**src/rtl/arbiter_4_sdp_rr.sv**
```systemverilog
// arbiter_4_sdp_rr: round-robin arbiter that shares one single-ported,
// dynamic-latency memory among four requesters using a go/done handshake.
// Each transaction's address, data and operation are latched at grant.
module arbiter_4_sdp_rr #(
  parameter int unsigned WIDTH    = 32,
  parameter int unsigned SIZE     = 16,
  parameter int unsigned IDX_SIZE = 4
) (
  input  logic                clk,
  input  logic                reset,
  input  logic [IDX_SIZE-1:0] addr0,
  input  logic [IDX_SIZE-1:0] addr1,
  input  logic [IDX_SIZE-1:0] addr2,
  input  logic [IDX_SIZE-1:0] addr3,
  input  logic [WIDTH-1:0]    in0,
  input  logic [WIDTH-1:0]    in1,
  input  logic [WIDTH-1:0]    in2,
  input  logic [WIDTH-1:0]    in3,
  input  logic                read_en0,
  input  logic                read_en1,
  input  logic                read_en2,
  input  logic                read_en3,
  input  logic                write_en0,
  input  logic                write_en1,
  input  logic                write_en2,
  input  logic                write_en3,
  output logic [WIDTH-1:0]    out0,
  output logic [WIDTH-1:0]    out1,
  output logic [WIDTH-1:0]    out2,
  output logic [WIDTH-1:0]    out3,
  output logic                read_done0,
  output logic                read_done1,
  output logic                read_done2,
  output logic                read_done3,
  output logic                write_done0,
  output logic                write_done1,
  output logic                write_done2,
  output logic                write_done3,
  output logic [IDX_SIZE-1:0] mem_addr,
  output logic [WIDTH-1:0]    mem_in,
  output logic                mem_read_en,
  output logic                mem_write_en,
  input  logic [WIDTH-1:0]    mem_out,
  input  logic                mem_read_done,
  input  logic                mem_write_done
);

  localparam int unsigned NPORT = 4;
  localparam int unsigned PW    = 2;

  localparam logic [1:0] S_IDLE = 2'd0;
  localparam logic [1:0] S_BUSY = 2'd1;
  localparam logic [1:0] S_DONE = 2'd2;

  // Reject configurations whose depth cannot be addressed
  if (SIZE > (32'd1 << IDX_SIZE)) begin : g_size_check
    $error("arbiter_4_sdp_rr: SIZE exceeds 2**IDX_SIZE");
  end

  logic [IDX_SIZE-1:0] addr_a     [NPORT];
  logic [WIDTH-1:0]    in_a       [NPORT];
  logic [WIDTH-1:0]    out_q      [NPORT];
  logic [NPORT-1:0]    read_en_a;
  logic [NPORT-1:0]    write_en_a;
  logic [NPORT-1:0]    req;
  logic [NPORT-1:0]    read_done_q;
  logic [NPORT-1:0]    write_done_q;

  logic [1:0]    state_q;
  logic [1:0]    state_nxt;
  logic [PW-1:0] last_q;
  logic [PW-1:0] g_q;
  logic          op_write_q;
  logic [PW-1:0] win;
  logic [PW-1:0] cand;
  logic          any_req;
  logic          grant_c;
  logic          complete_c;

  assign addr_a[0] = addr0;
  assign addr_a[1] = addr1;
  assign addr_a[2] = addr2;
  assign addr_a[3] = addr3;
  assign in_a[0]   = in0;
  assign in_a[1]   = in1;
  assign in_a[2]   = in2;
  assign in_a[3]   = in3;
  assign read_en_a  = {read_en3, read_en2, read_en1, read_en0};
  assign write_en_a = {write_en3, write_en2, write_en1, write_en0};
  assign req        = read_en_a | write_en_a;

  assign out0 = out_q[0];
  assign out1 = out_q[1];
  assign out2 = out_q[2];
  assign out3 = out_q[3];
  assign {read_done3, read_done2, read_done1, read_done0}     = read_done_q;
  assign {write_done3, write_done2, write_done1, write_done0} = write_done_q;

  // Round-robin pick: first requester after last, with last itself checked last
  always_comb begin
    any_req = |req;
    win     = last_q;
    cand    = last_q;
    for (int i = NPORT - 1; i >= 1; i--) begin
      cand = last_q + PW'(i);
      if (req[cand]) win = cand;
    end
  end

  // State register
  always_ff @(posedge clk) begin
    if (reset) state_q <= S_IDLE;
    else       state_q <= state_nxt;
  end

  // Next-state and grant/completion strobes
  always_comb begin
    state_nxt  = state_q;
    grant_c    = 1'b0;
    complete_c = 1'b0;
    case (state_q)
      S_IDLE: begin
        if (any_req) begin
          grant_c   = 1'b1;
          state_nxt = S_BUSY;
        end
      end
      S_BUSY: begin
        if (op_write_q ? mem_write_done : mem_read_done) begin
          complete_c = 1'b1;
          state_nxt  = S_DONE;
        end
      end
      S_DONE:  state_nxt = S_IDLE;
      default: state_nxt = S_IDLE;
    endcase
  end

  // Latch the granted transaction, drive memory, return data and done pulses
  always_ff @(posedge clk) begin
    if (reset) begin
      last_q       <= PW'(NPORT - 1);
      g_q          <= '0;
      op_write_q   <= 1'b0;
      mem_addr     <= '0;
      mem_in       <= '0;
      mem_read_en  <= 1'b0;
      mem_write_en <= 1'b0;
      read_done_q  <= '0;
      write_done_q <= '0;
      for (int k = 0; k < NPORT; k++) out_q[k] <= '0;
    end else begin
      read_done_q  <= '0;
      write_done_q <= '0;
      if (grant_c) begin
        g_q          <= win;
        last_q       <= win;
        op_write_q   <= write_en_a[win];
        mem_addr     <= addr_a[win];
        mem_in       <= write_en_a[win] ? in_a[win] : '0;
        mem_read_en  <= ~write_en_a[win];
        mem_write_en <= write_en_a[win];
      end else if (complete_c) begin
        mem_addr     <= '0;
        mem_in       <= '0;
        mem_read_en  <= 1'b0;
        mem_write_en <= 1'b0;
        if (op_write_q) begin
          write_done_q[g_q] <= 1'b1;
        end else begin
          read_done_q[g_q] <= 1'b1;
          out_q[g_q]       <= mem_out;
        end
      end
    end
  end

endmodule

```
**config.mk**
```make
export PLATFORM = sky130hd
export DESIGN_NAME = arbiter_4_sdp_rr
export DESIGN_NICKNAME = d
export VERILOG_FILES = /design/src/rtl/arbiter_4_sdp_rr.sv
export SDC_FILE = /design/constraint.sdc
export NUM_CORES = 1
export LEC_CHECK = 0
export CAP_MARGIN = 20
export CORE_AREA = 2 2 142 144
export DETAILED_ROUTE_END_ITERATION = 10
export DIE_AREA = 0 0 144 146
export PLACE_DENSITY = 0.77
export SETUP_SLACK_MARGIN = 0.5
export SYNTH_ARGS = -nofsm -noshare
export SYNTH_HDL_FRONTEND = slang
export SYNTH_SLANG_ARGS = --single-unit
```
**constraint.sdc**
```tcl
create_clock -name clk -period 6.6 [get_ports clk]
set_clock_uncertainty 0.05 [all_clocks]
set_input_delay 1.32 -clock clk [delete_from_list [all_inputs] [get_ports clk]]
set_output_delay 1.32 -clock clk [all_outputs]
set_load 0.02 [all_outputs]
```
# --- Word-level counts from Yosys, hierarchy flattened ---
# Memories as Yosys holds them, arrays and structs flattened.
# Index checks and enable logic that the tools add are counted.
# Widths: inputs -> output; s select.
op_classes:
  addsub: 3
  mul: 0
  div_mod_pow: 0
  n_lt_le_gt_ge: 7
  eq_ne: 3
  shift: 0
  n_mux: 45
  bitwise: 5
  reduce_logical: 8
op_table:
  columns: ["op", "count"]
  rows:
  - ["$mux 32", 6]
  - ["$bmux 32 s2", 1]
  - ["$reduce_or 32->1", 1]
  - ["$mux 1", 21]
  - ["$mux 4", 4]
  - ["$lt 2x3->1 const B", 5]
  - ["$mux 2", 6]
  - ["$reduce_or 4->1", 3]
  - ["$bmux 1 s2", 4]
  - ["$bmux 4 s2", 1]
  - ["$add 2x2->2 const B", 2]
  - ["$ne 2x2->1 const B", 2]
  - ["$or 4x4->4", 1]
  - ["$pmux 2 s2", 1]
  - ["$ge 3x3->1 const B", 1]
  - ["$not 1->1", 3]
  - ["$not 2->3", 1]
  - ["$add 2x1->2 const B", 1]
  - ["$demux 1 s2", 1]
  - ["$eq 2x1->1 const B", 1]
  - ["$ge 2x1->1 const B", 1]
  - ["$logic_not 2->1", 1]
  - ["$reduce_and 2->1", 1]
  - ["$reduce_bool 2->1", 1]
  - ["$logic_and 1x1->1", 1]
word_totals:
  regBits: 53
  latch_bits: 0
  ram_bits: 128
  rom_bits: 0
  inputBits: 188
  out_inout_bits: 174
  elab_cells: 82
  mem_count: 1
mem_list:
  columns: ["name", "words", "width", "rd", "rd_clocked_by_memory_dff", "write_ports", "line", "rtl"]
  rows:
  - ["out_q", 4, 32, 4, 0, 4, "62", "logic [WIDTH-1:0] out_q [NPORT];"]

# --- Depth between registers and ports, before layout ---
# Gate-level depths: netlist of run 1.
depth:
  word_depth: 12
  depth_mapped: 9
  depth_no_buf: 6

# --- Worst setup path after synthesis of run 1 ---
# OpenSTA, ideal clock, no wires.
synth_path:
  path_type: "input port to flip-flop"
  startpoint: "input port mem_read_done"
  endpoint: "memory out_q[0][0], enable pin"
  setup_ps: 466
  arrival_time_ps: 4082
  t_required_ps: 6084
  slack_ps: 2002
  stages: 3
  path_buffers: 0
  path_cell_list: "nand2b_1 > or3_1 > o21ai_0"
synth_rtl:
  columns: ["item", "line", "rtl"]
  rows:
  - ["start: declaration", "44", "input logic mem_read_done,"]
  - ["end: declaration", "62", null]

# --- Worst setup path after layout of run 1 ---
layout_path:
  startpoint: "input port write_en2"
  endpoint: "register mem_in[6]"
layout_between:
  elab_chain_cells: 12
  elab_cells_between_ends: 22
  cone_classes: "mux (18); bitwise (2); reduce/logical (2)"
layout_rtl:
  columns: ["item", "line", "rtl"]
  rows:
  - ["start: declaration", "25", "input logic write_en2,"]
  - ["$or 4x4->4", "90", "assign req = read_en_a | write_en_a;"]
  - ["$bmux 1 s2", "106", "if (req[cand]) win = cand;"]
  - ["$mux 1 (not written as such)", "106", null]
  - ["$mux 2 (3 in series)", "106", null]
  - ["$not 2->3 (not written as such)", "160", "mem_in <= write_en_a[win] ? in_a[win] : '0;"]
  - ["$bmux 32 s2", "160", null]
  - ["$mux 32 (not written as such) (2 in series)", "160", null]
  - ["$mux 32", "160", null]
  - ["$mux 32", "155", "if (grant_c) begin"]
  - ["end signal: assignment", "160", null]
  - ["end: declaration", "40", "output logic [WIDTH-1:0] mem_in,"]
# Several ways; a longest one is shown, not always the timed one. The select of a mux whose other input is x is not followed.
# A chain may end at the register's enable or synchronous reset.

==> results of run 1 <==
## sequential cells by signal, summed over array words and instances, names as in the netlist
signal	cells
g_q	2
last_q	2
mem_addr	4
mem_in	32
mem_read_en	1
mem_write_en	1
op_write_q	1
out_q	128
read_done_q	4
state_q	2
write_done_q	4
## kinds of logic (layout without fill, tap and decap cells)
logic type	after synthesis	in the layout	synth area share, %
compound gates	98	98	7.62
buf+inv	75	439	4.34
flops	181	181	65.2
mux	36	36	10.6
other cells	0	2	0
simple gates	217	217	12.2
## power breakdown
part	total [µW]	switching, µW	leakage, µW	internal, µW
Clock	1040	494	0.000302	549
Combinational	797	405	0.00240	391
Sequential	1340	39.7	0.00176	1300
## area by class of cell
| type | instances | area (µm²) |
|---|---|---|
| Fill cell | 1481 | 7330 |
| Sequential cell | 181 | 4900 |
| Timing Repair Buffer | 372 | 3690 |
| Multi-Input combinational cell | 351 | 2330 |
| Clock buffer | 17 | 425 |
| Tap cell | 265 | 332 |
| Clock inverter | 15 | 190 |
| Inverter | 35 | 131 |
| Antenna cell | 2 | 5.00 |
## worst max-delay path by stage
stage	endpoint	from	depth (start not counted)	slack [ns]
6_report	mem_in[6]	write_en2	8	2.70
5_1_grt	mem_in[15]	write_en2	8	2.43
4_1_cts	mem_in[6]	write_en2	8	2.76
3_5_place_dp	mem_in[6]	write_en2	8	2.30
3_3_place_gp	mem_addr[2]	write_en3	8	2.45
2_1_floorplan	out_q[0][0]	mem_read_done	3	2.00
## routing by layer
layer,routed length (µm),global-route usage (%)
met5,0,0
met4,433,7.94
met3,2200,6.61
met2,12600,40.4
met1,8170,23.4
## critical path, stage by stage
cell and delay (ns):
clkdlybuf4s50_1 0.49, nor4_1 0.64, a21boi_1 0.19, buf_4 0.22, nor2b_2 0.74, buf_4 0.36
nand2_1 0.07, a21oi_1 0.15
## cells in the mapped netlist, types with 2 or more instances
cell | number | area share, %
a211oi_1 | 5 | 0.50
buf_2 | 12 | 0.80
a22oi_1 | 4 | 0.40
o31ai_1 | 4 | 0.40
nand4_1 | 2 | 0.17
mux4_2 | 35 | 10
buf_6 | 4 | 0.60
a21oi_1 | 38 | 2.5
dfxtp_1 | 53 | 14
or4_1 | 2 | 0.20
nor2b_1 | 2 | 0.17
inv_1 | 35 | 1.7
nor3_1 | 3 | 0.20
edfxtp_1 | 128 | 51
a31oi_1 | 2 | 0.17
clkbuf_1 | 24 | 1.2
o21ai_0 | 2 | 0.13
a211o_1 | 3 | 0.35
or2_2 | 5 | 0.42
nor2_1 | 119 | 5.9
nand2_1 | 67 | 3.3
nand2b_1 | 5 | 0.42
o21ai_1 | 32 | 2.1
or3_1 | 2 | 0.17
nor4_1 | 5 | 0.42
## stage by stage
step / power, µW / instances / hold WS [ns]
5_1_grt: 3300 / 1238 / 0.420
3_5_place_dp: 2170 / 1204 / 0.397
3_3_place_gp: 2160 / 1204 / 0.392
4_1_cts: 3200 / 1236 / 0.407
6_report: 3180 / 1238 / 0.404
2_1_floorplan: 1810 / 607 / 0.435
==> qor.yml, run 1 <==
status:
  status: "finished clean"
floorplanning:
  core-area_mm2: 0.0193
  start_util_pct: 38.9
  die_h_um: 146
  die_area_mm2: 0.0210
  num_io_pins: 362
  fp-row-count: 51
  fp.dieW_um: 144
drt:
  post_drt_via_cell_ratio: 4.91
  wl_per_cell_um: 18.9
  drc: 0
  vias: 6082
  antenna_left: 0
  first_pass_iters: 6
  drt_wl_total_mm: 23.4
  drt-initial-drc-count: 346
global_route:
  grt_usage_pct: 21.9
  grt_pass1_wl_mm: 34.4
  antenna_found_initial: 3
  grt_max_degree: 52
  grt_pass1_vias: 6072
  grt_overflow: 0
worst_hold_path:
  holdCritStartpoint: "mem_in[27]"
  hp-class: "flop to flop"
  hold_depth: 2
  whs_endpoint: "mem_in[27]"
timing:
  slew_violations: 0
  max_freq_mhz: 257
  tightest_slew_ns: 1.05
  setup_violations: 0
  worst_slack_ns: 2.70
  rsz0062_at_grt: "no"
  slew_headroom_pct: 29.3
  finalSetupTns_ns: 0
  timing.final.crit_share_pct: 59.0
  fin_crit_ns: 3.90
  hold_violations: 0
worst_setup_path:
  crit_path_end_kind: "flop"
  arrival_ns: 4.20
  r2r_cells: 7
  startpoint_type: "primary input"
  cp_max_fo: 24
  worst_r2r_endpoint: "mem_addr[2]"
  r2r_slack_ns: 3.81
  reg2reg_from: "last_q[1]"
  cp.required_ns: 6.90
  critPathKind: "primary input to flop"
cts:
  cts_tree: "yes"
  postCtsSetupBuffers: 0
  clockBufferDepth: 2
  cts_resized: 0
  cts_made_buffers: 17
  cts.sinks: 181
  cts_root_buf: "clkbuf_16"
  hold_buffers: 0
  clock_latency_ns: 0.42
  clkTransAtPathRegs_ns: 0.08
  cts_max_level: 4
synthesis:
  synth_area_mm2: 0.00752
  synth_nets: 795
  yosys_warnings: 0
  ys_seq_area_share_pct: 65.2
  synth_cell_types: 39
  synth_async_sr_flop_share_pct: 0
  synth_cells: 607
  synth_flop_cell: "edfxtp_1"
  ys_seq_elements: 181
  syn_area_per_cell_um2: 12.4
  synth-edff-count: 128
placement:
  routabilityCongestion: 0.850
  dp_hpwl_mm: 17.2
  portBuffers: 361
  dpl_cell_area_mm2: 0.0114
  pre_cts_slack_ns: 2.30
power_and_ir_drop:
  ir_drop_v: 0.000150
  p_leak_uw: 0.00446
  pwr_density_cell_mw_per_mm2: 265
final_layout:
  layout-drive-gt1-share_pct: 9.58
  layout_common_cells: "clkdlybuf4s50_1, edfxtp_1, nor2_1"
  area_growth_pct: 59.7
  utilization_pct: 62.1
  fin_area_mm2: 0.0120
  final_common_cell: "clkdlybuf4s50_1"
  finalNetCount: 1146
run:
  cap_violations: 0
Note: power is estimated with default switching activity, not from simulation.
==> inputs of run 2 (changes only) <==
--- a/config.mk
+++ b/config.mk
@@ -6,9 +6,8 @@
 export NUM_CORES = 1
 export LEC_CHECK = 0
 export CAP_MARGIN = 20
-export CORE_AREA = 2 2 142 144
+export CORE_UTILIZATION = 37
 export DETAILED_ROUTE_END_ITERATION = 10
-export DIE_AREA = 0 0 144 146
 export PLACE_DENSITY = 0.77
 export SETUP_SLACK_MARGIN = 0.5
 export SYNTH_ARGS = -nofsm -noshare
==> constraint.sdc (replaced) <==
create_clock -name clk -period 3.4 [get_ports clk]
set_clock_uncertainty 0.05 [all_clocks]
set_input_delay 0.68 -clock clk [delete_from_list [all_inputs] [get_ports clk]]
set_output_delay 0.68 -clock clk [all_outputs]
set_load 0.02 [all_outputs]
==> qor.yml, run 2 (synthesis gave the netlist of run 1 again) <==
timing:
  slew_headroom_pct: 40.8  # +11 points
  rsz0062_at_grt: "no"
  slew_violations: 0  # unchanged
  max_freq_mhz: 365
  tightest_slew_ns: 0.889  # -0.162 ns
  finalSetupTns_ns: 0  # unchanged
  fin_crit_ns: 2.74
  setup_violations: 0  # unchanged
  timing.final.crit_share_pct: 80.6
  hold_violations: 0  # unchanged
  whs_ns: 0.403  # -0.000892 ns
  worst_slack_ns: 0.660  # -2.05 ns
placement:
  pre_cts_slack_ns: 0.106  # -2.20 ns
  portBuffers: 361  # unchanged
  routabilityCongestion: 0.844  # -0.72%
  dp_hpwl_mm: 17.3  # +0.41%
floorplanning:
  start_util_pct: 38.1  # -0.76 points
  fp.dieW_um: 145  # +0.38%
  die_area_mm2: 0.0209  # -0.62%
  num_io_pins: 362  # unchanged
  die_h_um: 145  # -0.99%
  fp-row-count: 51  # unchanged
  core-area_mm2: 0.0197  # +2.0%
power_and_ir_drop:
  pwr-share-comb_pct: 25.7  # +0.7 points
  p_leak_uw: 0.00452  # +1.5%
  power.switching_uw: 1810  # +93%
  p_sw_share_pct: 29.2  # -0.35 points
  p_int_uw: 4400  # +96%
  seq_power_share_pct: 42.0  # -0.2 points
  ir_drop_v: 0.000307  # +100%
  pwr_density_cell_mw_per_mm2: 510  # +93%
  power_frac_clock_pct: 32.3  # -0.5 points
run:
  cap_violations: 0  # unchanged
final_layout:
  reg.largest.list: "out_q x128, mem_in x32"
  final_common_cell: "clkdlybuf4s50_1"
  area_growth_pct: 61.9
  largest_register_ff_count: 128  # unchanged
  finalNetCount: 1152  # +0.52%
  layout-drive-gt1-share_pct: 10.4  # +0.86 points
  largest_register: "out_q"
  layout_common_cells: "clkdlybuf4s50_1, edfxtp_1, nor2_1"
drt:
  vias: 6136  # +0.89%
  post_drt_via_cell_ratio: 4.94  # +0.48%
  wl_per_cell_um: 18.8  # -0.56%
  drc: 0  # unchanged
  antenna_left: 0  # unchanged
  first_pass_iters: 4  # -2
  drt-initial-drc-count: 304  # -12%
  drt_wl_total_mm: 23.4  # -0.16%
cts:
  clock_latency_ns: 0.42  # about the same
  cts_made_buffers: 17  # unchanged
  clockBufferDepth: 2  # unchanged
  hold_buffers: 0  # unchanged
  cts_root_buf: "clkbuf_16"
  cts.sinks: 181  # unchanged
  cts_tree: "yes"
  postCtsSetupBuffers: 0  # unchanged
  clkTransAtPathRegs_ns: 0.07  # about the same
  cts_max_level: 4  # unchanged
worst_setup_path:
  worst-path-buf-inv: 2  # -1
  startpoint_type: "primary input"
  arrival_ns: 2.98  # -1.22 ns
  path_delay_family: "buffers and inverters"
  cp_slowest_cell: "mux4_2"
  cp.required_ns: 3.64  # -3.26 ns
  cp_max_fo: 37  # +54%
  crit_path_end_kind: "flop"
  max_stage_delay_ns: 0.53  # -0.21 ns
  critPathKind: "primary input to flop"
  path_cells: "clkdlybuf4s50_1 > nor3_1 > a211oi_2 > nor3_4 > buf_12 > mux4_2 > a22oi_1 > nor2_1"
global_route:
  grt_overflow: 0  # unchanged
  antenna_found_initial: 1  # -2
  grt_usage_pct: 22.2  # +0.31 points
  grt_pass1_vias: 6109  # +0.61%
  grt_pass1_wl_mm: 33.4  # -2.7%
  grt_max_degree: 51  # -1.9%
status:
  status: "finished clean"
worst_hold_path:
  hp-class: "flop to flop"
-- run 2: cell count changes in the layout (fill, tap and decap cells not counted), sizes merged --
| cell | previous run | this run |
|---|---|---|
| diode | 2 | 1 |
| buf | 12 | 18 |
-- run 2: final timing paths --
kind / to / cells after the start / startpoint / slack, ns
min: mem_in[15] / 2 / mem_in[15] / 0.40
min reg2reg: mem_in[15] / 2 / mem_in[15] / 0.40
max: mem_addr[3] / 8 / read_en1 / 0.66
max reg2reg: mem_addr[3] / 7 / last_q[1] / 0.90
-- run 2: cell type report --
class / count / area (µm²)
Fill cell: 1532 / 7550
Sequential cell: 181 / 4900
Timing Repair Buffer: 378 / 3840
Multi-Input combinational cell: 351 / 2340
Clock buffer: 17 / 425
Tap cell: 265 / 332
Clock inverter: 15 / 195
Inverter: 35 / 131
Antenna cell: 1 / 2.50
-- run 2: worst register-to-register path, delay by kind of cell (launching register included) --
kind	cells	cell delay [ns]
AND/OR/NAND/NOR	3	0.71
buffers and inverters	1	0.30
flip-flops	1	0.45
AO/OA/AOI/OAI	2	0.31
multiplexers	1	0.57
-- run 2: repair_timing --
action | CTS | global route
setup endpoints to repair | 0 | 38
endpoints found under the hold margin | 0 | 0
resized for setup | 0 | 3
-- run 2: power by group through the flow --
stage               sequential, µW  clock, µW  combinational (µW)
floorplan                     2840          0                 672
global placement              2650          0                1590
detailed placement            2660          0                1610
CTS                           2610       2040                1610
global route                  2630       2130                1710
finish                        2610       2000                1600
-- run 2: metrics by stage --
stage | instances | utilization, % | total power (µW) | area, µm²
floorplan | 607 | - | 3510 | 7530
global placement | 1210 | 58.5 | 4240 | 11500
detailed placement | 1210 | 58.5 | 4270 | 11500
CTS | 1242 | 61.6 | 6260 | 12200
global route | 1243 | 61.7 | 6460 | 12200
finish | 1243 | 61.7 | 6210 | 12200
-- run 2: per-layer routing --
| layer | up-vias | global-route usage (%) | wire length (µm) |
|---|---|---|---|
| met3 | 40 | 7.42 | 2310 |
| met2 | 339 | 41.4 | 12700 |
| met4 | 0 | 10.2 | 692 |
| met1 | 2877 | 22.2 | 7680 |
| li1 | 2880 | - | - |
| met5 | - | 0 | 0 |
==> inputs of run 3 (changes only) <==
==> constraint.sdc (replaced) <==
create_clock -name clk -period 2.3 [get_ports clk]
set_clock_uncertainty 0.05 [all_clocks]
set_input_delay 0.46 -clock clk [delete_from_list [all_inputs] [get_ports clk]]
set_output_delay 0.46 -clock clk [all_outputs]
set_load 0.02 [all_outputs]
==> qor.yml, run 3 (synthesis gave the netlist of run 1 again) <==
cts:
  cts.sinks: 181  # unchanged
  cts_max_level: 4  # unchanged
  cts_root_buf: "clkbuf_16"
  cts_made_buffers: 17  # unchanged
  hold_buffers: 0  # unchanged
  clockBufferDepth: 2  # unchanged
  clock_latency_ns: 0.42  # about the same
  clkTransAtPathRegs_ns: 0.07  # about the same
  cts_tree: "yes"
drt:
  post_drt_via_cell_ratio: 5.07  # +2.8%
  drt_wl_total_mm: 27.8  # +19%
  drt-initial-drc-count: 308  # +1.3%
  antenna_left: 0  # unchanged
  wl_per_cell_um: 20.6  # +9.5%
  vias: 6843  # +12%
  drc: 0  # unchanged
  first_pass_iters: 5  # +1
worst_hold_path:
  hp-class: "flop to flop"
final_layout:
  fillCellCount: 1450  # -5.4%
  largest_register: "out_q"
  layout_common_cells: "dlygate4sd2_1, clkdlybuf4s50_1, edfxtp_1"
  area_growth_pct: 81.4
  reg.largest.list: "out_q x128, mem_in x32"
  finalNetCount: 1258  # +9.2%
  largest_register_ff_count: 128  # unchanged
  final_common_cell: "dlygate4sd2_1"
  layout-drive-gt1-share_pct: 23.5  # +13 points
timing:
  rsz0062_at_grt: "yes"
  timing.final.crit_share_pct: 99.0
  setup_violations: 0  # unchanged
  whs_ns: 0.405  # +0.00169 ns
  slew_violations: 0  # unchanged
  hold_violations: 0  # unchanged
  fin_crit_ns: 2.28
  finalSetupTns_ns: 0  # unchanged
  max_freq_mhz: 439
  slew_headroom_pct: 63.7  # +23 points
  tightest_slew_ns: 0.545  # -0.343 ns
floorplanning:
  die_h_um: 145  # unchanged
  start_util_pct: 38.1  # unchanged
  fp.dieW_um: 145  # unchanged
  num_io_pins: 362  # unchanged
  fp-row-count: 51  # unchanged
  die_area_mm2: 0.0209  # unchanged
  core-area_mm2: 0.0197  # unchanged
worst_setup_path:
  arrival_ns: 2.51  # -0.47 ns
  crit_path_end_kind: "flop"
  cp_max_fo: 9  # -76%
  startpoint_type: "flop"
  cp.required_ns: 2.53  # -1.11 ns
  critPathKind: "flop to flop"
placement:
  dp_hpwl_mm: 18.5  # +6.8%
  portBuffers: 361  # unchanged
  routabilityCongestion: 0.866  # +2.5%
power_and_ir_drop:
  pwr_density_cell_mw_per_mm2: 715  # +40%
  p_leak_uw: 0.00586  # +30%
  ir_drop_v: 0.000482  # +57%
  total_power_uw: 9750  # +57%
global_route:
  grt_overflow: 0  # unchanged
  grt_max_degree: 48  # -5.9%
  antenna_found_initial: 1  # unchanged
  grt_usage_pct: 26.1  # +3.8 points
  grt_pass1_vias: 6967  # +14%
  grt_pass1_wl_mm: 39.1  # +17%
run:
  cap_violations: 0  # unchanged
status:
  status: "finished clean"
## run 3: cell types whose count changed in the layout (fill, tap and decap cells not counted), moves of 14 or more
cell / before / now
buf_16: 0 / 14
buf_4: 9 / 54
buf_6: 0 / 29
clkdlybuf4s50_1: 360 / 179
dlygate4sd2_1: 0 / 180
o21ai_1: 32 / 16
o21ai_2: 0 / 16
## run 3: path summary, 6_finish.rpt
path                   start         end  slack (ns)  depth (start not counted)
hold / removal    mem_in[29]  mem_in[29]        0.40                          2
setup / recovery   last_q[0]   mem_in[6]        0.02                          9
hold reg to reg   mem_in[29]  mem_in[29]        0.40                          2
setup reg to reg   last_q[0]   mem_in[6]        0.02                          9
## run 3: timing repair
action | in CTS | in global routing
endpoints found under the setup margin | 331 | 143
setup buffers | 39 | 6
pin swaps | 13 | 8
gates resized for setup | 237 | 44
cloned | 15 | 3
## run 3: layout make-up
| cell class | count | area (µm²) | area share (%) |
|---|---|---|---|
| clock inverters | 15 | 170 | 1.25 |
| repair buffers | 484 | 5050 | 37.0 |
| clock buffers | 17 | 425 | 3.12 |
| inverters | 35 | 131 | 0.963 |
| multi-input cells | 351 | 2610 | 19.2 |
| diodes | 1 | 2.50 | 0.0183 |
| well taps | 265 | 332 | 2.43 |
| flip-flops and latches | 181 | 4910 | 36.0 |
## run 3: where the power goes
group / total, µW / internal [µW] / switching (µW)
registers: 3850 / 3740 / 112
clock network: 2890 / 1470 / 1420
logic: 3010 / 1550 / 1460
total: 9750 / 6760 / 2990
## run 3: routing by layer
metal  up-vias  wire length [µm]  share of wire, %  GRT usage (%)
li1       3096                 -                 -              -
met1      3292              9230                33           26.1
met2       384             15100                54           49.3
met3        71              2220               8.0           5.96
met4         0              1310               4.7           14.6
met5         -                 0                 0              0
## run 3: critical path: stages (launching register included)
cell and delay [ns]:
dfxtp_2 0.33, or3b_4 0.40, a211oi_4 0.22, buf_4 0.16, nor3_4 0.04, buf_12 0.16
buf_16 0.16, mux4_2 0.44, o21ai_2 0.08, a21oi_1 0.08
## run 3: stage by stage
| step | setup WS (ns) | std cells | util [%] | cell area, µm² |
|---|---|---|---|---|
| 2_1_floorplan | 0.0154 | 607 | - | 7620 |
| 3_3_place_gp | -0.526 | 1253 | 60.8 | 12000 |
| 3_5_place_dp | -0.553 | 1253 | 60.8 | 12000 |
| 4_1_cts | 0.000282 | 1339 | 67.6 | 13300 |
| 5_1_grt | -0.0254 | 1349 | 69.2 | 13600 |
| 6_report | 0.0237 | 1349 | 69.2 | 13600 |
